File: src/rtl/alu_share_arbiter.sv
// alu_share_arbiter: shares one ALU between the execute stage (port 0) and the
// address/branch-compare unit (port 1). Requests are granted round-robin. The
// operands are held on the ALU for LAT cycles. The result is then held on the
// winner's response channel until that requester accepts it.
module alu_share_arbiter #(
  parameter int WIDTH = 32,
  parameter int LAT   = 1
) (
  input  logic             clk,
  input  logic             rst_n,
  // requester 0 (execute stage)
  input  logic             req0_valid,
  output logic             req0_ready,
  input  logic [2:0]       req0_ctrl,
  input  logic [WIDTH-1:0] req0_a,
  input  logic [WIDTH-1:0] req0_b,
  // requester 1 (address/branch-compare unit)
  input  logic             req1_valid,
  output logic             req1_ready,
  input  logic [2:0]       req1_ctrl,
  input  logic [WIDTH-1:0] req1_a,
  input  logic [WIDTH-1:0] req1_b,
  // shared ALU
  output logic [2:0]       alu_ctrl,
  output logic [WIDTH-1:0] alu_a,
  output logic [WIDTH-1:0] alu_b,
  input  logic [WIDTH-1:0] alu_result,
  // response channels
  output logic             rsp0_valid,
  output logic [WIDTH-1:0] rsp0_data,
  output logic             rsp0_err,
  input  logic             rsp0_ready,
  output logic             rsp1_valid,
  output logic [WIDTH-1:0] rsp1_data,
  output logic             rsp1_err,
  input  logic             rsp1_ready
);

  typedef enum logic [1:0] {
    IDLE = 2'd0,
    EXEC = 2'd1,
    RESP = 2'd2
  } state_e;

  // The counter is 3 bits wide because LAT is limited to 1..7.
  localparam logic [2:0] LAT_CNT = 3'(LAT);

  state_e           state_q, state_d;
  logic             prio_q, prio_d;
  logic             gnt_q, gnt_d;
  logic [2:0]       ctrl_q, ctrl_d;
  logic [WIDTH-1:0] a_q, a_d;
  logic [WIDTH-1:0] b_q, b_d;
  logic [2:0]       cnt_q, cnt_d;
  logic [WIDTH-1:0] rdata_q, rdata_d;
  logic             rerr_q, rerr_d;

  logic             take;
  logic             sel;
  logic [2:0]       sel_ctrl;

  // Arbitration: the prio requester wins a tie, and a lone requester always wins.
  always_comb begin
    take     = req0_valid | req1_valid;
    sel      = (req0_valid && req1_valid) ? prio_q : req1_valid;
    sel_ctrl = sel ? req1_ctrl : req0_ctrl;
  end

  // Next-state and handshake logic.
  always_comb begin
    state_d    = state_q;
    prio_d     = prio_q;
    gnt_d      = gnt_q;
    ctrl_d     = ctrl_q;
    a_d        = a_q;
    b_d        = b_q;
    cnt_d      = cnt_q;
    rdata_d    = rdata_q;
    rerr_d     = rerr_q;
    req0_ready = 1'b0;
    req1_ready = 1'b0;
    unique case (state_q)
      IDLE: begin
        req0_ready = take & ~sel;
        req1_ready = take & sel;
        if (take) begin
          gnt_d  = sel;
          prio_d = ~sel;
          ctrl_d = sel_ctrl;
          a_d    = sel ? req1_a : req0_a;
          b_d    = sel ? req1_b : req0_b;
          if (sel_ctrl == 3'd0) begin
            // Illegal code: the ALU is not used and the error is reported directly.
            rdata_d = '0;
            rerr_d  = 1'b1;
            state_d = RESP;
          end else begin
            cnt_d   = LAT_CNT;
            state_d = EXEC;
          end
        end
      end
      EXEC: begin
        cnt_d = cnt_q - 3'd1;
        if (cnt_q == 3'd1) begin
          rdata_d = alu_result;
          rerr_d  = 1'b0;
          state_d = RESP;
        end
      end
      RESP: begin
        if (gnt_q ? rsp1_ready : rsp0_ready) begin
          state_d = IDLE;
        end
      end
      default: state_d = IDLE;
    endcase
  end

  // State and datapath registers. Reset abandons any operation in flight.
  always_ff @(posedge clk or negedge rst_n) begin
    if (!rst_n) begin
      state_q <= IDLE;
      prio_q  <= 1'b0;
      gnt_q   <= 1'b0;
      ctrl_q  <= '0;
      a_q     <= '0;
      b_q     <= '0;
      cnt_q   <= '0;
      rdata_q <= '0;
      rerr_q  <= 1'b0;
    end else begin
      state_q <= state_d;
      prio_q  <= prio_d;
      gnt_q   <= gnt_d;
      ctrl_q  <= ctrl_d;
      a_q     <= a_d;
      b_q     <= b_d;
      cnt_q   <= cnt_d;
      rdata_q <= rdata_d;
      rerr_q  <= rerr_d;
    end
  end

  // The ALU sees the operands only during EXEC. The response is shown only on the winner's channel.
  always_comb begin
    alu_ctrl   = (state_q == EXEC) ? ctrl_q : 3'd0;
    alu_a      = (state_q == EXEC) ? a_q : '0;
    alu_b      = (state_q == EXEC) ? b_q : '0;
    rsp0_valid = (state_q == RESP) && !gnt_q;
    rsp1_valid = (state_q == RESP) && gnt_q;
    rsp0_data  = rsp0_valid ? rdata_q : '0;
    rsp1_data  = rsp1_valid ? rdata_q : '0;
    rsp0_err   = rsp0_valid & rerr_q;
    rsp1_err   = rsp1_valid & rerr_q;
  end

endmodule

File: config.mk
export PLATFORM = sky130hd
export DESIGN_NAME = alu_share_arbiter
export DESIGN_NICKNAME = d
export VERILOG_FILES = /design/src/rtl/alu_share_arbiter.sv
export SDC_FILE = /design/constraint.sdc
export NUM_CORES = 1
export LEC_CHECK = 0
export BUFFER_PORTS_ARGS = -buffer_cell sky130_fd_sc_hd__buf_4
export CAP_MARGIN = 20
export CORE_MARGIN = 4
export CORE_UTILIZATION = 40
export CTS_CLUSTER_SIZE = 20
export DETAILED_ROUTE_END_ITERATION = 10
export PLACE_DENSITY_LB_ADDON = 0.08
export SLEW_MARGIN = 20
export SYNTH_ARGS = -nofsm -noshare
export SYNTH_HDL_FRONTEND = slang
export SYNTH_SLANG_ARGS = --single-unit
export TNS_END_PERCENT = 100
File: constraint.sdc
create_clock -name clk -period 1.8 [get_ports clk]
set_clock_uncertainty 0.15 [all_clocks]
set_input_delay 0.18 -clock clk [delete_from_list [all_inputs] [get_ports clk]]
set_output_delay 0.18 -clock clk [all_outputs]
set_load 0.02 [all_outputs]
==> results.json, run 1 <==
{
  "status": "complete, but fails checks",
  "violations": "negative setup slack",
  "die_area_um2": 15500,
  "fmax_mhz": 498,
  "hp-start": "req0_b[9]",
  "timing.rr.start": "state_q[1]",
  "yosys_warnings": 0,
  "period_minus_slack_ns": 2.01,
  "syn2layout_area_growth_pct": 102,
  "dp_hpwl_mm": 13.0,
  "clkSlewWorstSetupHoldPaths_ns": 0.07,
  "drt_iter0_markers": 340,
  "numCtsBuffers": 9,
  "grt_overflow": 0,
  "ys.flop_type": "dfrtp_1",
  "grtUsageMet2_pct": 50.5,
  "initial_core_util_pct": 41.0,
  "vias": 6345,
  "synthesis.nets": 735,
  "gr-max-usage-layer": "met2",
  "critPathSlowestCell": "dfrtp_1",
  "grt.total_usage_pct": 28.2,
  "worst_hold_path_type": "in2reg",
  "rsz0062_at_grt": "yes",
  "cts_root_buf": "clkbuf_16",
  "placed_cell_area_um2": 8180,
  "rows": 42,
  "rr_worst_depth": 7,
  "critPathMaxStageDelay_ns": 0.40,
  "synth-seq-area-share_pct": 49.2,
  "first_pass_iters": 5,
  "layout_common_cells": "buf_4 (196), dlygate4sd3_1 (153), buf_6 (141)",
  "gp_congestion": 0.799,
  "core_um2": 13300,
  "tritoncts": "yes",
  "synthCells": 561,
  "vias_per_cell": 5.21,
  "grt_util_met1_pct": 30.2,
  "multiInputGateArea_um2": 2860,
  "drv_slew": 0,
  "worstSetupEndpointType": "output port",
  "clkSinkCount": 107,
  "synthesis.area_um2": 5450,
  "path_buf_inv": 3,
  "wire_per_inst_um": 19.4,
  "tightest_slew_ns": 0.415,
  "path_class": "reg2out",
  "r2r_slack_ns": -0.08,
  "design_area_um2": 11000,
  "drive_above_1_share_pct": 45.9,
  "relSlewSlack_pct": 72.3,
  "io_buffers": 308,
  "grt_pass1_wl_mm": 35.4,
  "nNetsFinal": 1208,
  "path_delay_family": "buffers and inverters",
  "hold-path-cell-count": 3,
  "fin_ws_ns": -0.207,
  "leakagePower_nw": 5.53,
  "clockBufferDepth": 2,
  "drc": 0,
  "setup_tns_ns": -19.75,
  "fill_cells": 694,
  "fp.dieH_um": 125,
  "cp.required_ns": 1.47,
  "drt_wl_total_mm": 23.7,
  "grt_start_max_net_pins": 59,
  "seq_area_um2": 2680,
  "power_density_nw_per_um2": 1330,
  "hold_end": "b_q[9]",
  "setup_viol_count_final": 189,
  "drtAntennaViolNets": 0,
  "worstReg2RegEnd": "a_q[15]",
  "ys_async_sr_fraction_pct": 100,
  "insertion_delay_ns": 0.35,
  "arrival_ns": 1.68,
  "grt_util_met3_pct": 8.70,
  "die_width_um": 125,
  "crit_fanout": 17,
  "final_common_cell": "buf_4",
  "grt_pass1_vias": 6759,
  "worstPathCellList": "buf_6 > nor3_4 > buf_6 > and2_1 > buf_6",
  "power_mw": 14.7,
  "maxCapViolCount": 0,
  "htree_levels": 3,
  "start_kind": "flop",
  "pin_count": 309,
  "irDropWorstVdd_uv": 808,
  "finalCritPeriodShare_pct": 111,
  "path_depth": 5,
  "synth_edf_count": 0,
  "avgSynthCellArea_um2": 9.71,
  "antenna_found_initial": 2,
  "ys_types": 34,
  "yosys_register_bits": 107,
  "hold_viol": 0,
  "path_common_cell": "buf_6"
}
## Yosys cell counts, types with 2 or more instances
cell	instances	area share (%)
a21oi_1	3	0.28
a22o_1	33	5.3
a22oi_1	31	4.3
and2_1	133	15
buf_2	15	1.4
clkbuf_1	26	1.8
dfrtp_1	107	49
ha_1	2	0.46
inv_1	5	0.34
mux2i_1	37	6.8
nand2_1	99	6.8
nor2_1	7	0.48
nor3_2	3	0.55
o21ai_0	31	2.8
o21ai_1	8	0.74
o31ai_1	2	0.28
or2_1	2	0.23
## tightest hold or removal path, stage by stage
cell     delay, ns
buf_4         0.08
mux2i_1       0.07
o21ai_0       0.15
## logic make-up (layout without fill, tap and decap cells)
| logic type | count (synthesis) | after routing | synth area share [%] |
|---|---|---|---|
| muxes | 37 | 37 | 6.80 |
| DFF | 107 | 107 | 49.2 |
| AOI/OAI and AO/OA | 115 | 115 | 15.3 |
| other | 0 | 2 | 0 |
| and+or+nand+nor | 252 | 252 | 24.4 |
| buffers and inverters | 48 | 526 | 3.79 |
| adders and majority gates | 2 | 2 | 0.459 |
## layer usage
layer	vias up	share of wire [%]
li1	2839	-
met1	3045	35
met2	380	51
met3	81	8.8
met4	0	4.8
met5	-	0
## worst max-delay path by stage
stage / to / start / slack, ns
detailed placement: rdata_q[1] / prio_q / -0.01
floorplan: rsp1_data[22] / state_q[0] / 0.02
global placement: rdata_q[29] / prio_q / 0.04
global route: rsp0_data[14] / state_q[0] / -0.29
CTS: rsp1_data[26] / state_q[0] / -0.22
finish: rsp0_data[14] / state_q[0] / -0.21
## area by class of cell
cell class                 instances  area share, %
timing repair buffer             504           44.4
multi-input combinational        406           26.0
sequential                       107           24.3
clock buffer                      10           2.17
tap                              176           2.00
clock inverter                     6          0.808
inverter                           6          0.273
antenna                            2         0.0455
## registers in the layout, indices dropped and copies added, names as in the netlist
name / count
prio_q: 1
a_q: 32
rerr_q: 1
ctrl_q: 3
cnt_q: 3
gnt_q: 1
b_q: 32
rdata_q: 32
state_q: 2
## power by group
group	leakage [nW]	switching, mW	internal (mW)	total, mW
Clock	0.155	0.897	1.26	2.16
Sequential	1.34	0.719	3.50	4.22
Combinational	4.03	4.11	4.18	8.29
## through the flow
stage          instances  hold WS [ns]  setup WS [ns]  utilization, %
6_report            1217        0.0212         -0.207            82.7
5_1_grt             1217       0.00638         -0.287            82.7
4_1_cts             1213      0.000424         -0.224            80.6
3_5_place_dp        1032      -0.00986        -0.0118            61.5
3_3_place_gp        1032       -0.0102         0.0443            61.5
2_1_floorplan        561        -0.266         0.0178               -
## timing repair
item                       CTS  global route
pin swaps                    8            41
cloned                       4             2
setup endpoints to repair  169           197
hold endpoints to repair   176             0
gates resized for setup    142           107
buffers inserted             8             5
hold buffers               153             0
Note: power is estimated with default switching activity, not from simulation.
==> run 2, diff against run 1 <==
--- a/config.mk
+++ b/config.mk
@@ -5,10 +5,11 @@
 export SDC_FILE = /design/constraint.sdc
 export NUM_CORES = 1
 export LEC_CHECK = 0
+export ABC_AREA = 1
 export BUFFER_PORTS_ARGS = -buffer_cell sky130_fd_sc_hd__buf_4
 export CAP_MARGIN = 20
 export CORE_MARGIN = 4
-export CORE_UTILIZATION = 40
+export CORE_UTILIZATION = 41
 export CTS_CLUSTER_SIZE = 20
 export DETAILED_ROUTE_END_ITERATION = 10
 export PLACE_DENSITY_LB_ADDON = 0.08
==> run 2 against run 1 <==
- the run still ends with negative setup slack left
- clock-buffer cell count is 2 higher
- global-route usage grew 0.48 points
- combinational power up 31%
- power increased by 17%
- register-to-register slack improved by 0.13 ns
- design area increased by 6.0%
- first-iteration DRC count increased by 34%
- die area grew 2.8%
- highest routed layer unchanged
==> results.json, run 2 <==
{
  "tightest_slew_ns": 0.475,
  "path_common_cell": "buf_6",
  "critPathSlowestCell": "dfrtp_2",
  "grt.total_usage_pct": 28.6,
  "rr_worst_depth": 9,
  "fin_ws_ns": -0.167,
  "rows": 43,
  "gp_congestion": 0.803,
  "arrival_ns": 1.64,
  "relSlewSlack_pct": 68.3,
  "final_common_cell": "buf_4",
  "ys.flop_type": "dfrtp_1",
  "critPathMaxStageDelay_ns": 0.46,
  "drv_slew": 0,
  "drive_above_1_share_pct": 42.1,
  "synth_edf_count": 0,
  "grt_pass1_wl_mm": 36.9,
  "worst_hold_path_type": "in2reg",
  "period_minus_slack_ns": 1.97,
  "crit_fanout": 4,
  "yosysTopAreaCell": "dfrtp_1",
  "worstPathCellList": "nor2_4 > buf_12 > buf_6 > inv_4 > buf_6 > nor2_4 > buf_6",
  "drc": 0,
  "drtAntennaViolNets": 0,
  "synth.top_cells.by_count": "nand2_1 (179), nor2_1 (171), inv_1 (112)",
  "fp.dieH_um": 126,
  "cts_root_buf": "clkbuf_16",
  "tritoncts": "yes",
  "synth-seq-area-share_pct": 46.6,
  "synth.area.top_cells": "dfrtp_1 (47%), nand2_1 (12%), nor2_1 (11%), inv_1 (7.3%), nand3b_1 (4.4%)",
  "synth_top_area_share_pct": 46.6,
  "clkSlewWorstSetupHoldPaths_ns": 0.07,
  "path_delay_family": "buffers and inverters",
  "power_mw": 17.2,
  "hold_viol": 0,
  "nNetsFinal": 1437,
  "path_class": "reg2out",
  "vias": 7446,
  "maxCapViolCount": 0,
  "fmax_mhz": 508,
  "yosys_warnings": 0,
  "synthesis.area_um2": 5750,
  "worstReg2RegEnd": "rdata_q[6]",
  "start_kind": "flop",
  "critical_path.startpoint": "state_q[1]",
  "hold_end": "rdata_q[18]",
  "grt_pass1_vias": 7210,
  "hold-path-cell-count": 4,
  "ys_types": 25,
  "avgSynthCellArea_um2": 7.34,
  "synthesis.nets": 957,
  "htree_levels": 3,
  "layout_common_cells": "buf_4 (243), nand2_1 (175), dlygate4sd3_1 (147)",
  "timing.rr.start": "state_q[0]",
  "core_um2": 13800,
  "io_buffers": 308,
  "numCtsBuffers": 9,
  "first_pass_iters": 5,
  "leakagePower_nw": 5.56,
  "setup_viol_count_final": 135,
  "grt_start_max_net_pins": 64,
  "path_buf_inv": 5,
  "die_area_um2": 16000,
  "preCtsSetupSlack_ns": 0.0165,
  "rsz0062_at_grt": "yes",
  "ys_async_sr_fraction_pct": 100,
  "die_width_um": 126,
  "dp_hpwl_mm": 13.5,
  "yosys_register_bits": 107,
  "wire_per_inst_um": 18.0,
  "top_regs": "a_q: 32 flops, b_q: 32 flops, rdata_q: 32 flops",
  "worstSetupEndpointType": "output port",
  "violations": "negative setup slack",
  "initial_core_util_pct": 41.6,
  "synth_most_common_cell": "nand2_1",
  "clkSinkCount": 107,
  "hp-start": "alu_result[18]",
  "power_density_nw_per_um2": 1480,
  "grt_overflow": 0,
  "antenna_found_initial": 1,
  "pin_count": 309,
  "clockBufferDepth": 2,
  "insertion_delay_ns": 0.35,
  "irDropWorstVdd_uv": 812,
  "drt_wl_total_mm": 26.1,
  "finalCritPeriodShare_pct": 109,
  "r2r_slack_ns": 0.05,
  "syn2layout_area_growth_pct": 103,
  "vias_per_cell": 5.14,
  "status": "complete, but fails checks",
  "cp.required_ns": 1.47,
  "synthCells": 783,
  "drt_iter0_markers": 454
}
## run 2: where the power goes
part | switching (mW) | internal [mW] | leakage [nW]
Combinational | 6.35 | 4.52 | 4.06
Sequential | 0.526 | 3.60 | 1.34
Clock | 0.915 | 1.30 | 0.159
Total | 7.79 | 9.42 | 5.56
## run 2: repair_timing
action / 4_1_cts / 5_1_grt
endpoints found under the setup margin: 131 / 194
cloned: 3 / 10
pin swaps: 4 / 10
gates resized for setup: 132 / 192
hold buffers: 147 / 0
endpoints found under the hold margin: 116 / 0
buffers inserted: 13 / 17
## run 2: routing by layer
metal / global-route usage, % / up-vias / routed length [um]
li1: - / 3385 / -
met1: 34.3 / 3579 / 9670
met5: 0 / - / 0
met4: 15.1 / 0 / 1200
met2: 47.6 / 399 / 13200
met3: 7.12 / 83 / 2030
## run 2: worst min-delay path, stage by stage
cell and delay (ns):
buf_4 0.10, nand2_1 0.05, nand3b_1 0.10, nand2_1 0.05
## run 2: area by class of cell
type / instances / area, um2
Multi-Input combinational cell: 509 / 2980
Timing Repair inverter: 4 / 37.5
Antenna cell: 2 / 5.00
Timing Repair Buffer: 513 / 4900
Sequential cell: 107 / 2680
Clock inverter: 4 / 72.6
Tap cell: 180 / 225
Inverter: 119 / 507
Clock buffer: 12 / 256
Fill cell: 748 / 2160
## run 2: through the flow
| step | setup TNS (ns) | cell area, um2 | utilization (%) | cells | hold slack, ns |
|---|---|---|---|---|---|
| after floorplan | -4.56 | 5750 | - | 783 | -0.266 |
| after CTS | -2.58 | 10600 | 76.7 | 1421 | 0.000399 |
| after detailed placement | 0 | 8250 | 59.6 | 1242 | 0.0169 |
| final | -14.04 | 11700 | 84.4 | 1450 | 0.00910 |
| after global routing | -22.47 | 11700 | 84.3 | 1449 | 0.00866 |
| after global placement | 0 | 8250 | 59.6 | 1242 | 0.0193 |
## run 2: worst max-delay path by stage
| stage | end | slack [ns] | depth (start not counted) |
|---|---|---|---|
| final | alu_b[19] | -0.17 | 7 |
| after global routing | rsp0_data[12] | -0.22 | 7 |
| after CTS | alu_b[20] | -0.06 | 6 |
| after detailed placement | req1_ready | 0.02 | 4 |
| after global placement | req1_ready | 0.05 | 4 |
| after floorplan | rsp0_data[10] | -0.08 | 6 |
## run 2: cell families (layout without fill, tap and decap cells)
family	after synthesis	count (layout)	share of synthesized area [%]
AND/OR/NAND/NOR	398	399	29.1
other	0	2	0
AO/OA/AOI/OAI	108	108	11.6
buffers and inverters	168	652	12.3
flip-flops	107	107	46.6
adder cells (fa/ha/maj)	2	2	0.435
==> run 3, diff against run 2 <==
--- a/config.mk
+++ b/config.mk
@@ -8,7 +8,7 @@
 export ABC_AREA = 1
 export BUFFER_PORTS_ARGS = -buffer_cell sky130_fd_sc_hd__buf_4
 export CAP_MARGIN = 20
-export CORE_MARGIN = 4
+export CORE_MARGIN = 2
 export CORE_UTILIZATION = 41
 export CTS_CLUSTER_SIZE = 20
 export DETAILED_ROUTE_END_ITERATION = 10
==> run 3 against run 2 <==
- the run still ends with negative setup slack left
- register-to-register slack worse by 0.02 ns
- clock-buffer cell count is 3 higher
- sequential share of layout area is 1.4 points higher
- fmax is 0.91% higher
- non-clock buffer count is 27 lower
- via count is 4.7% lower
- first-iteration DRC count is 9.7% lower
- sequential power is 1% lower
- design area is 5.9% lower
==> results.json, run 3 (synthesis gave the netlist of run 2 again) <==
{
  "status": "complete, but fails checks",
  "violations": "negative setup slack",
  "antenna_found_initial": 2,
  "nNetsFinal": 1408,
  "drv_slew": 0,
  "drive_above_1_share_pct": 38.1,
  "first_pass_iters": 5,
  "timing.rr.start": "state_q[0]",
  "leakagePower_nw": 5.35,
  "irDropWorstVdd_uv": 821,
  "insertion_delay_ns": 0.35,
  "die_width_um": 122,
  "drt_wl_total_mm": 23.6,
  "finalCritPeriodShare_pct": 108,
  "drt_iter0_markers": 410,
  "initial_core_util_pct": 41.7,
  "core_um2": 13800,
  "clkSinkCount": 107,
  "vias_per_cell": 4.99,
  "grt.total_usage_pct": 29.4,
  "drc": 0,
  "grt_pass1_wl_mm": 34.4,
  "clkSlewWorstSetupHoldPaths_ns": 0.07,
  "grt_pass1_vias": 6937,
  "fmax_mhz": 513,
  "hp-start": "alu_result[5]",
  "wire_per_inst_um": 16.6,
  "critical_path.startpoint": "state_q[1]",
  "dp_hpwl_mm": 13.1,
  "worstSetupEndpointType": "output port",
  "rsz0062_at_grt": "yes",
  "maxCapViolCount": 0,
  "tightest_slew_ns": 0.505,
  "setup_viol_count_final": 128,
  "power_mw": 15.7,
  "worst_hold_path_type": "in2reg",
  "r2r_slack_ns": 0.03,
  "grt_overflow": 0,
  "period_minus_slack_ns": 1.95,
  "rows": 43,
  "fin_ws_ns": -0.150,
  "clockBufferDepth": 2,
  "power_density_nw_per_um2": 1430,
  "layout_common_cells": "buf_4 (263), nand2_1 (176), dlygate4sd3_1 (136)",
  "die_area_um2": 15000,
  "cts_root_buf": "clkbuf_16",
  "tritoncts": "yes",
  "arrival_ns": 1.62,
  "gp_congestion": 0.819,
  "path_class": "reg2out",
  "htree_levels": 3,
  "relSlewSlack_pct": 66.3,
  "top_regs": "a_q: 32 flops, b_q: 32 flops, rdata_q: 32 flops",
  "final_common_cell": "buf_4",
  "pin_count": 309,
  "hold_viol": 0,
  "cp.required_ns": 1.47,
  "crit_fanout": 17,
  "drtAntennaViolNets": 0,
  "fp.dieH_um": 122,
  "numCtsBuffers": 9,
  "setup_tns_ns": -8.91,
  "syn2layout_area_growth_pct": 90.9,
  "io_buffers": 308,
  "vias": 7095,
  "start_kind": "flop",
  "grt_start_max_net_pins": 79
}
==> run 3: final cells by class <==
type / instances / area [um2]
timing repair buffer: 486 / 4470
fill: 900 / 2800
multi-input combinational: 509 / 2780
sequential: 107 / 2680
inverter: 119 / 494
clock buffer: 15 / 288
tap: 180 / 225
timing repair inverter: 2 / 20.0
clock inverter: 1 / 5.00
antenna: 2 / 5.00
==> run 3: metal layers <==
metal,track usage [%],wire (um),vias up
li1,-,-,3323
met1,34.7,9000,3374
met2,51.2,11900,334
met3,6.41,1780,64
met4,13.1,892,0
met5,0,0,-
==> run 3: final timing paths <==
kind	to	depth (start not counted)
min in group asynchronous	a_q[13]	2
hold / removal	rdata_q[5]	4
hold reg to reg	rdata_q[29]	2
max in group asynchronous	rdata_q[27]	3
setup reg to reg	rdata_q[6]	10
setup / recovery	rsp1_data[4]	7
==> run 3: through the flow <==
stage               area [um2]  hold slack, ns  util, %  instances  setup WS [ns]
floorplan                 5750          -0.266        -        783        -0.0760
global placement          8260          0.0343     60.0       1241         0.0632
detailed placement        8260          0.0383     60.0       1241         0.0510
CTS                      10400        0.000275     75.8       1412         -0.119
global route             11000          0.0133     79.7       1421         -0.200
finish                   11000         0.00285     79.7       1421         -0.150
==> run 3: repair_timing <==
item | in CTS | in global routing
cloned | 3 | 5
hold buffers | 136 | 0
endpoints found under the setup margin | 134 | 207
gates resized for setup | 105 | 120
buffers inserted | 16 | 2
pin swaps | 5 | 5
hold endpoints to repair | 105 | 0
==> run 3: worst max-delay path: stages (launching register included) <==
cell and delay (ns):
dfrtp_2 0.45, nand2_4 0.07, buf_4 0.14, nor2_4 0.10, buf_6 0.14, inv_8 0.07
nor2_1 0.12, buf_4 0.16
==> run 3: power breakdown <==
group | switching, mW | internal (mW) | total (mW)
clock network | 0.894 | 1.09 | 1.99
registers | 0.492 | 3.60 | 4.09
logic | 5.72 | 3.88 | 9.60
